$ cat config.mk
export PLATFORM = sky130hd
export DESIGN_NAME = nn_digit_reader_flat
export DESIGN_NICKNAME = d
export VERILOG_FILES = /design/src/rtl/nn_digit_reader_if.sv /design/src/rtl/nn_digit_reader.sv /design/src/flat_wrapper.sv
export SDC_FILE = /design/constraint.sdc
export NUM_CORES = 1
export LEC_CHECK = 0
export CAP_MARGIN = 25
export CELL_PAD_IN_SITES_DETAIL_PLACEMENT = 0
export CELL_PAD_IN_SITES_GLOBAL_PLACEMENT = 1
export CORE_UTILIZATION = 38
export DETAILED_ROUTE_END_ITERATION = 8
export HOLD_SLACK_MARGIN = 0.08
export MAX_ROUTING_LAYER = met4
export PLACE_DENSITY = 0.82
export SLEW_MARGIN = 20
export SYNTH_ARGS = -nofsm -noshare
export SYNTH_HDL_FRONTEND = slang
export SYNTH_SLANG_ARGS = --single-unit
$ cat constraint.sdc
create_clock -name clk -period 2.3 [get_ports clk]
set_input_delay 0.345 -clock clk [delete_from_list [all_inputs] [get_ports clk]]
set_output_delay 0.345 -clock clk [all_outputs]
set_load 0.1 [all_outputs]
$ cat src/rtl/nn_digit_reader_if.sv
// Handshake bundle between the host, the network controller/datapath and nn_digit_reader.
// slave is the reader's view; master is the view of everything around it.
interface nn_digit_reader_if #(
  parameter int WIDTH = 8,
  parameter int IDX_W = 4
);
  logic             req;
  logic             busy;
  logic             nnStart;
  logic             nnReady;
  logic [IDX_W-1:0] outSel;
  logic [WIDTH-1:0] outData;
  logic [IDX_W-1:0] digit;
  logic [WIDTH-1:0] maxValue;
  logic             valid;
  logic             ack;

  modport slave (
    input  req, nnReady, outData, ack,
    output busy, nnStart, outSel, digit, maxValue, valid
  );

  modport master (
    output req, nnReady, outData, ack,
    input  busy, nnStart, outSel, digit, maxValue, valid
  );
endinterface

$ cat src/rtl/nn_digit_reader.sv
// Starts one network inference on host request, then scans the output neurons
// through the select mux and reports the argmax digit and its score.
//
// state     | meaning
// IDLE      | waiting for req while the network is ready
// START     | nnStart held until the controller drops nnReady
// WAIT_DONE | inference running, waiting for nnReady to return
// SCAN      | outSel walks 0..NUM_OUT-1, tracking the running maximum
// DONE      | result valid, waiting for ack
module nn_digit_reader #(
  parameter int WIDTH   = 8,
  parameter int NUM_OUT = 10,
  parameter int IDX_W   = 4
) (
  input logic             clk,
  input logic             rst,
  nn_digit_reader_if.slave bus
);

  localparam logic [IDX_W-1:0] LAST_IDX = IDX_W'(NUM_OUT - 1);

  typedef enum logic [2:0] {
    IDLE,
    START,
    WAIT_DONE,
    SCAN,
    DONE
  } state_t;

  state_t           state;
  logic [IDX_W-1:0] counter;
  logic [IDX_W-1:0] bestIdx;
  logic [WIDTH-1:0] best;
  logic [IDX_W-1:0] digitReg;
  logic [WIDTH-1:0] maxValueReg;
  logic             take;

  // Strict compare keeps the lowest index on ties; index 0 always seeds the search.
  assign take = (counter == '0) || (bus.outData > best);

  always_ff @(posedge clk) begin
    if (!rst) begin
      state       <= IDLE;
      counter     <= '0;
      best        <= '0;
      bestIdx     <= '0;
      digitReg    <= '0;
      maxValueReg <= '0;
    end else begin
      case (state)
        IDLE: begin
          if (bus.req && bus.nnReady) state <= START;
        end
        START: begin
          if (!bus.nnReady) state <= WAIT_DONE;
        end
        WAIT_DONE: begin
          if (bus.nnReady) begin
            state   <= SCAN;
            counter <= '0;
          end
        end
        SCAN: begin
          if (take) begin
            best    <= bus.outData;
            bestIdx <= counter;
          end
          // The last neuron is folded in directly so the result is final on entering DONE.
          if (counter == LAST_IDX) begin
            state       <= DONE;
            digitReg    <= take ? counter : bestIdx;
            maxValueReg <= take ? bus.outData : best;
          end else begin
            counter <= counter + 1'b1;
          end
        end
        DONE: begin
          if (bus.ack) state <= IDLE;
        end
        default: state <= IDLE;
      endcase
    end
  end

  assign bus.busy     = (state != IDLE);
  assign bus.nnStart  = (state == START);
  assign bus.valid    = (state == DONE);
  assign bus.outSel   = (state == SCAN) ? counter : '0;
  assign bus.digit    = digitReg;
  assign bus.maxValue = maxValueReg;

endmodule

$ cat src/flat_wrapper.sv
// flat-port wrapper written by rule: the top's interface ports become plain ports
module nn_digit_reader_flat 
#(
  parameter int WIDTH   = 8,
  parameter int NUM_OUT = 10,
  parameter int IDX_W   = 4
)
  (clk, rst, bus_req, bus_nnReady, bus_outData, bus_ack, bus_busy, bus_nnStart, bus_outSel, bus_digit, bus_maxValue, bus_valid);
  nn_digit_reader_if #(.WIDTH(WIDTH), .IDX_W(IDX_W)) bus_i ();
  input logic clk;
  input logic rst;
  input wire logic [$bits(bus_i.req)-1:0] bus_req;
  input wire logic [$bits(bus_i.nnReady)-1:0] bus_nnReady;
  input wire logic [$bits(bus_i.outData)-1:0] bus_outData;
  input wire logic [$bits(bus_i.ack)-1:0] bus_ack;
  output wire logic [$bits(bus_i.busy)-1:0] bus_busy;
  output wire logic [$bits(bus_i.nnStart)-1:0] bus_nnStart;
  output wire logic [$bits(bus_i.outSel)-1:0] bus_outSel;
  output wire logic [$bits(bus_i.digit)-1:0] bus_digit;
  output wire logic [$bits(bus_i.maxValue)-1:0] bus_maxValue;
  output wire logic [$bits(bus_i.valid)-1:0] bus_valid;
  assign bus_i.req = bus_req;
  assign bus_i.nnReady = bus_nnReady;
  assign bus_i.outData = bus_outData;
  assign bus_i.ack = bus_ack;
  assign bus_busy = bus_i.busy;
  assign bus_nnStart = bus_i.nnStart;
  assign bus_outSel = bus_i.outSel;
  assign bus_digit = bus_i.digit;
  assign bus_maxValue = bus_i.maxValue;
  assign bus_valid = bus_i.valid;
  nn_digit_reader #(.WIDTH(WIDTH), .NUM_OUT(NUM_OUT), .IDX_W(IDX_W)) u_core (.clk(clk), .rst(rst), .bus(bus_i));
endmodule
==> metrics.csv <==
stage;metric;value;unit
run_status;status;completed;
route;Routed Wire Length;4.27;mm
clocking;clk_lat worst skew;0.28;ns
global_routing;largest net degree at the start of global routing;54;
final_layout;n_diodes;0;
pwr;Max IR drop VDD;0.249;mV
floorplan;die area;0.00495;mm2
global_routing;gr ovfl total;0;
timing;Final Critical Period;2.14;ns
floorplan;Die X;70.3;um
pwr;cell-internal power;0.878;mW
route;drt drc;0;
logic_synthesis;synthesized area;0.00177;mm2
pwr;Seq pwr share;46.3;%
logic_synthesis;syn_nets;240;
logic_synthesis;Post-synth top flop;dfxtp_1;
final_layout;Final #Nets;275;
timing;setup ws final;0.159;ns
clocking;CTS Buf Count;5;
global_routing;GRT Total Usage;18.1;%
global_routing;initial antenna violation count;0;
clocking;Clock transition at path regs;0.06;ns
critical_path;Crit path required time;2.47;ns
clocking;root buf cell;clkbuf_8;
critical_path;worst path arrival time;2.31;ns
timing;Setup violations, final;0;
clocking;H-tree levels;2;
timing;Final Hold Fails;0;
route;drt initial violations;100;
final_layout;post-route core utilization;52.8;%
final_layout;Area growth, synth to finish;31.4;%
critical_path;CP cell instances;clkdlybuf4s50_1 > inv_1 > ha_1 > nand4_1 > nor2_1 > a211o_1 > a221o_1 > buf_4 > mux2i_1;
worst_hold_path;worst min path class;flip-flop to flip-flop;
pwr;Comb pwr share;13.3;%
clocking;clock tree buffer depth;2;
global_routing;global-route wire length before repair;7.04;mm
timing;fin crit share;93.1;%
logic_synthesis;top cell type by total area after synthesis;dfxtp_1;
critical_path;crit start category;input port;
timing;Setup TNS;0;ns
logic_synthesis;post-synth top area share;35.0;%
final_layout;final-layout fill cell count;438;
pwr;Clk pwr share;40.4;%
placed_design;port bufs;31;
timing;Fin Clk Skew;0.00252;ns
critical_path;Crit Path Category;input port to flip-flop;
timing;relative slew slack;65.7;%
route;routed via count;1654;
timing;max frequency;467;MHz
final_layout;fin area;0.00233;mm2
final_layout;most frequent cells in the layout;nand2_1 (31), dfxtp_1 (31), buf_4 (26), nand3_1 (21);
logic_synthesis;Synth warnings;0;
critical_path;CP Max Fanout;7;
final_layout;share of layout cells above drive strength 1;17.1;%
placed_design;pre-CTS setup slack;-0.130;ns
logic_synthesis;Cells after Synth;216;
critical_path;worst stage delay on the critical path;0.47;ns
pwr;PD cells;506;mW/mm2
logic_synthesis;Post-synth EDFFs;0;
floorplan;Initial Util;40.2;%
logic_synthesis;Area contributors post-synth;dfxtp_1 (35%), ha_1 (7.8%), nand2_1 (6.6%);
clocking;CTS tree;done;
clocking;CTS resizes;0;
clocking;postcts setup bufs;0;
pwr;switching power;0.300;mW
placed_design;RD Place Congestion;0.781;
floorplan;Vert. Die Dim;70.3;um
placed_design;Area after DPL;0.00223;mm2
timing;worst-margin pin slew;0.513;ns
logic_synthesis;Mapped Avg Cell Area;8.21;um2
timing;final hold slack;0.471;ns
placed_design;Final HPWL DP;2.89;mm
floorplan;Core Box Area;0.00441;mm2
timing;Slew Viols, Final;0;
route;antenna viol nets, final;0;
critical_path;Worst setup EP type;flip-flop;
clocking;Sink Count;31;
logic_synthesis;count of cell types in the netlist;38;
pwr;Sw Ratio;25.5;%
pwr;Static Leakage;1.05;nW
flow_run;Max Cap Violations;0;
critical_path;slowest CP cell;clkdlybuf4s50_1;
clocking;hold_buf cts;0;
route;1st-pass router iterations;5;
route;vias per std cell;5.44;
timing;RSZ-0062 raised after global routing;no;
logic_synthesis;Async SR Flop Fraction;0;%
floorplan;Rows;24;
floorplan;I/O pin cnt;32;
logic_synthesis;post-synthesis sequential area ratio;35.0;%
logic_synthesis;register bit total from synthesis;31;
global_routing;vias in the first global route;1499;
route;WL/cell;14.0;um
==> final timing paths <==
kind	cells after the start	endpoint	startpoint	slack [ns]
worst min-delay path	2	u_core.bestIdx[0]	u_core.bestIdx[0]	0.47
worst max-delay path	9	u_core.bestIdx[3]	bus_outData[0]	0.16
worst min register to register	2	u_core.bestIdx[0]	u_core.bestIdx[0]	0.47
worst max register to register	7	u_core.bestIdx[3]	u_core.best[5]	0.26
==> state kept, by name, indices dropped and copies added, names as in the netlist <==
register,count
u_core.counter,4
u_core.bus.maxValue,8
u_core.state,3
u_core.bus.digit,4
u_core.bestIdx,4
u_core.best,8
==> area by class of cell <==
class,instances,area [um2],area share (%)
multi-input combinational,155,1040,44.7
sequential,31,621,26.6
timing repair buffer,45,455,19.5
clock buffer,8,100,4.29
tap,52,65.1,2.79
inverter,13,48.8,2.09
==> power groups by stage <==
stage | sequential (mW) | combinational, mW | clock (mW)
3_5_place_dp | 0.558 | 0.155 | 0
5_1_grt | 0.546 | 0.168 | 0.507
3_3_place_gp | 0.558 | 0.155 | 0
2_1_floorplan | 0.553 | 0.0954 | 0
4_1_cts | 0.546 | 0.156 | 0.486
6_report | 0.546 | 0.156 | 0.477
==> synth_stat cells (2+ instances only) <==
library cell and count:
dfxtp_1 31, o311ai_1 10, and3_1 2, mux2i_1 11, nor3b_1 2, inv_1 12, nand2_1 31, a21oi_1 9
clkbuf_1 14, o211ai_1 3, buf_2 2, nor3_1 2, ha_1 11, o21ai_0 2, and2_1 2, nand3b_1 2
o21ai_1 4, o211a_1 10, nor2_1 10, nand3_1 21, nand4_1 3, nor2b_1 4, a21boi_1 2, a211oi_1 2
==> metal layers <==
| layer | share of wire [%] | vias up | global-route usage [%] | routed length (um) |
|---|---|---|---|---|
| li1 | - | 851 | - | - |
| met4 | 1.2 | 0 | 5.33 | 51 |
| met2 | 44 | 35 | 28.3 | 1890 |
| met5 | 0 | - | - | 0 |
| met3 | 3.9 | 7 | 3.61 | 168 |
| met1 | 50 | 761 | 23.7 | 2150 |
==> cell families after synthesis <==
kind of cell,share of synthesized area (%)
flops,35.0
fa+ha+maj,7.76
simple gates,22.5
compound gates,21.7
buf+inv,6.91
mux,6.21
==> critical path: cells and delay by family <==
| kind | cells | cell delay (ns) |
|---|---|---|
| fa+ha+maj | 1 | 0.29 |
| simple gates | 2 | 0.20 |
| compound gates | 2 | 0.63 |
| buf+inv | 3 | 0.70 |
| mux | 1 | 0.13 |
==> per-stage QoR <==
| stage | instances | power, mW |
|---|---|---|
| 2_1_floorplan | 216 | 0.649 |
| 3_3_place_gp | 296 | 0.713 |
| 3_5_place_dp | 296 | 0.713 |
| 4_1_cts | 304 | 1.19 |
| 5_1_grt | 304 | 1.22 |
| 6_report | 304 | 1.18 |
Power figures use the tool's default switching activity.
==> RTL edit, RTL diff (config.mk and constraints unchanged) <==
`WIDTH` is set to 8 in 3 places; all go to 12.
--- a/src/rtl/nn_digit_reader_if.sv
+++ b/src/rtl/nn_digit_reader_if.sv
@@ -2,5 +2,5 @@
 // slave is the reader's view; master is the view of everything around it.
 interface nn_digit_reader_if #(
-  parameter int WIDTH = 8,
+  parameter int WIDTH = 12,
   parameter int IDX_W = 4
 );
--- a/src/rtl/nn_digit_reader.sv
+++ b/src/rtl/nn_digit_reader.sv
@@ -9,5 +9,5 @@
 // DONE      | result valid, waiting for ack
 module nn_digit_reader #(
-  parameter int WIDTH   = 8,
+  parameter int WIDTH   = 12,
   parameter int NUM_OUT = 10,
   parameter int IDX_W   = 4
--- a/src/flat_wrapper.sv
+++ b/src/flat_wrapper.sv
@@ -2,5 +2,5 @@
 module nn_digit_reader_flat 
 #(
-  parameter int WIDTH   = 8,
+  parameter int WIDTH   = 12,
   parameter int NUM_OUT = 10,
   parameter int IDX_W   = 4
Interface: changed (resized bus_maxValue and bus_outData); port bits go from 32 to 40. The function was not compared with the original's and may differ.
==> RTL edit against the unedited design <==
  * Sequential cell count grew 8
  * Power grew 15%
  * Cell area rose by 17%
  * Count of clock-buffer cells in the layout down 2
  * Die area up 18%
  * Routed wire length up 17%
  * Highest routed layer unchanged
  * Fmax shrank 1.7%
  * Critical endpoint is now u_core.best[3]
  * Worst setup slack got worse by 0.038 ns
  * Synthesized area grew 19%
  * Largest power group unchanged
==> RTL edit: results (changes against the unedited design) <==
outcome completed; wl on met1 2.327 mm (+8.1%); Max Fanout on Critical Path 4 (-3); Inserted Diodes 0 (unchanged); CP delay by family, top compound AO/OA/AOI/OAI gates; PortBufs 39 (+26%); Clock Skews 0.005168 ns (+0.002650 ns); Fillers 525 (+20%); routed via count 1,976 (+19%); dpl cells 371 (+25%); post-synth net total 295 (+23%); Crit path largest cell delay 0.44 ns (-0.03 ns); Post-DP HPWL 3.605 mm (+25%); ratio of cells with drive above 1 in the final layout 15.64% (-1.4 points); multiplexer share of the synthesized area 6.635% (+0.43 points); #FFs+latches synth 39 (+26%); Synth Area in Compound Gates 20.97% (-0.68 points); routing usage on met3 2.635% (-0.97 points); top post-synthesis cells by area dfxtp_1 37%, ha_1 8.9%, nand2_1 7.5%, o21ai_0 7.1%, mux2i_1 6.6%; most frequent cells after synthesis 42 x nand2_1, 39 x dfxtp_1, 30 x o21ai_0, 17 x nand3_1, 16 x a31oi_1; non-filler cells, final 377 (+24%); synth-to-layout area growth 29.32%; global routing usage on met1 25.57% (+1.9 points); vias in the first global route 1,814 (+21%); DR iter-0 viols 114 (+14%); Post-layout nets 340 (+24%); gpl congestion 0.8070 (+3.3%); area share of fa/ha/maj cells after synthesis 8.886% (+1.1 points); met3 routed WL 181 um (+7.7%); Power Internal 981.1 uW (+12%); worst slew pin tran 0.5144 ns (+0.0009852 ns); GR Util All Layers 18.76% (+0.63 points); router iterations before antenna repair 5 (unchanged); IR drop worst, VDD 0.2605 mV (+4.7%); first-pass GRT wire length 8.597 mm (+22%); largest net degree at the start of global routing 56 (+3.7%); Critical Path AT 2.39 ns (+0.08 ns); Static Leak 0.001016 uW (-3.5%); met2 routed WL 2.417 mm (+28%); total routed wirelength 5.010 mm (+17%); Synth Instances 263 (+22%)
[RTL edit: changes by cell type after synthesis, moves of 4 or more]
cell / unedited run / this run
dfxtp_1: 31 / 39
ha_1: 11 / 15
o21ai_0: 2 / 30
nand3_1: 21 / 17
o311ai_1: 10 / 0
o211a_1: 10 / 0
a31oi_1: 1 / 16
nand2_1: 31 / 42
[RTL edit: worst min-delay path, delay by kind of cell, from the launching register on]
kind | cells | cell delay [ns]
flops | 1 | 0.31
simple gates | 1 | 0.06
mux | 1 | 0.05
[RTL edit: cell type report]
cell class,count,area share [%]
Clock buffer,6,2.657
Inverter,15,2.061
Tap cell,70,3.207
Multi-Input combinational cell,193,44.30
Sequential cell,39,28.58
Timing Repair Buffer,54,19.19
[RTL edit: power by group through the flow]
stage               Sequential, uW  Clock (uW)  Combinational (uW)
global route                   700         463                 257
CTS                            696         435                 236
global placement               712           0                 234
detailed placement             712           0                 235
finish                         698         423                 236
floorplan                      704           0                 154
[RTL edit: stage by stage]
stage | area, um^2 | total power [uW]
finish | 2731 | 1357
global route | 2731 | 1419
CTS | 2725 | 1367
detailed placement | 2653 | 947.1
global placement | 2653 | 945.9
floorplan | 2122 | 858.0
[RTL edit: final timing paths]
kind	start	slack, ns	cells past startpoint	endpoint
setup / recovery	bus_outData[1]	0.12	9	u_core.best[3]
hold / removal	u_core.bestIdx[0]	0.46	2	u_core.bestIdx[0]
setup reg to reg	u_core.best[1]	0.25	9	u_core.best[3]
hold reg to reg	u_core.bestIdx[0]	0.46	2	u_core.bestIdx[0]
[RTL edit: what timing repair did]
| item | in CTS | in global routing |
|---|---|---|
| endpoints found under the hold margin | 0 | 0 |
| setup endpoints to repair | 0 | 8 |
| gates resized for setup | 0 | 2 |
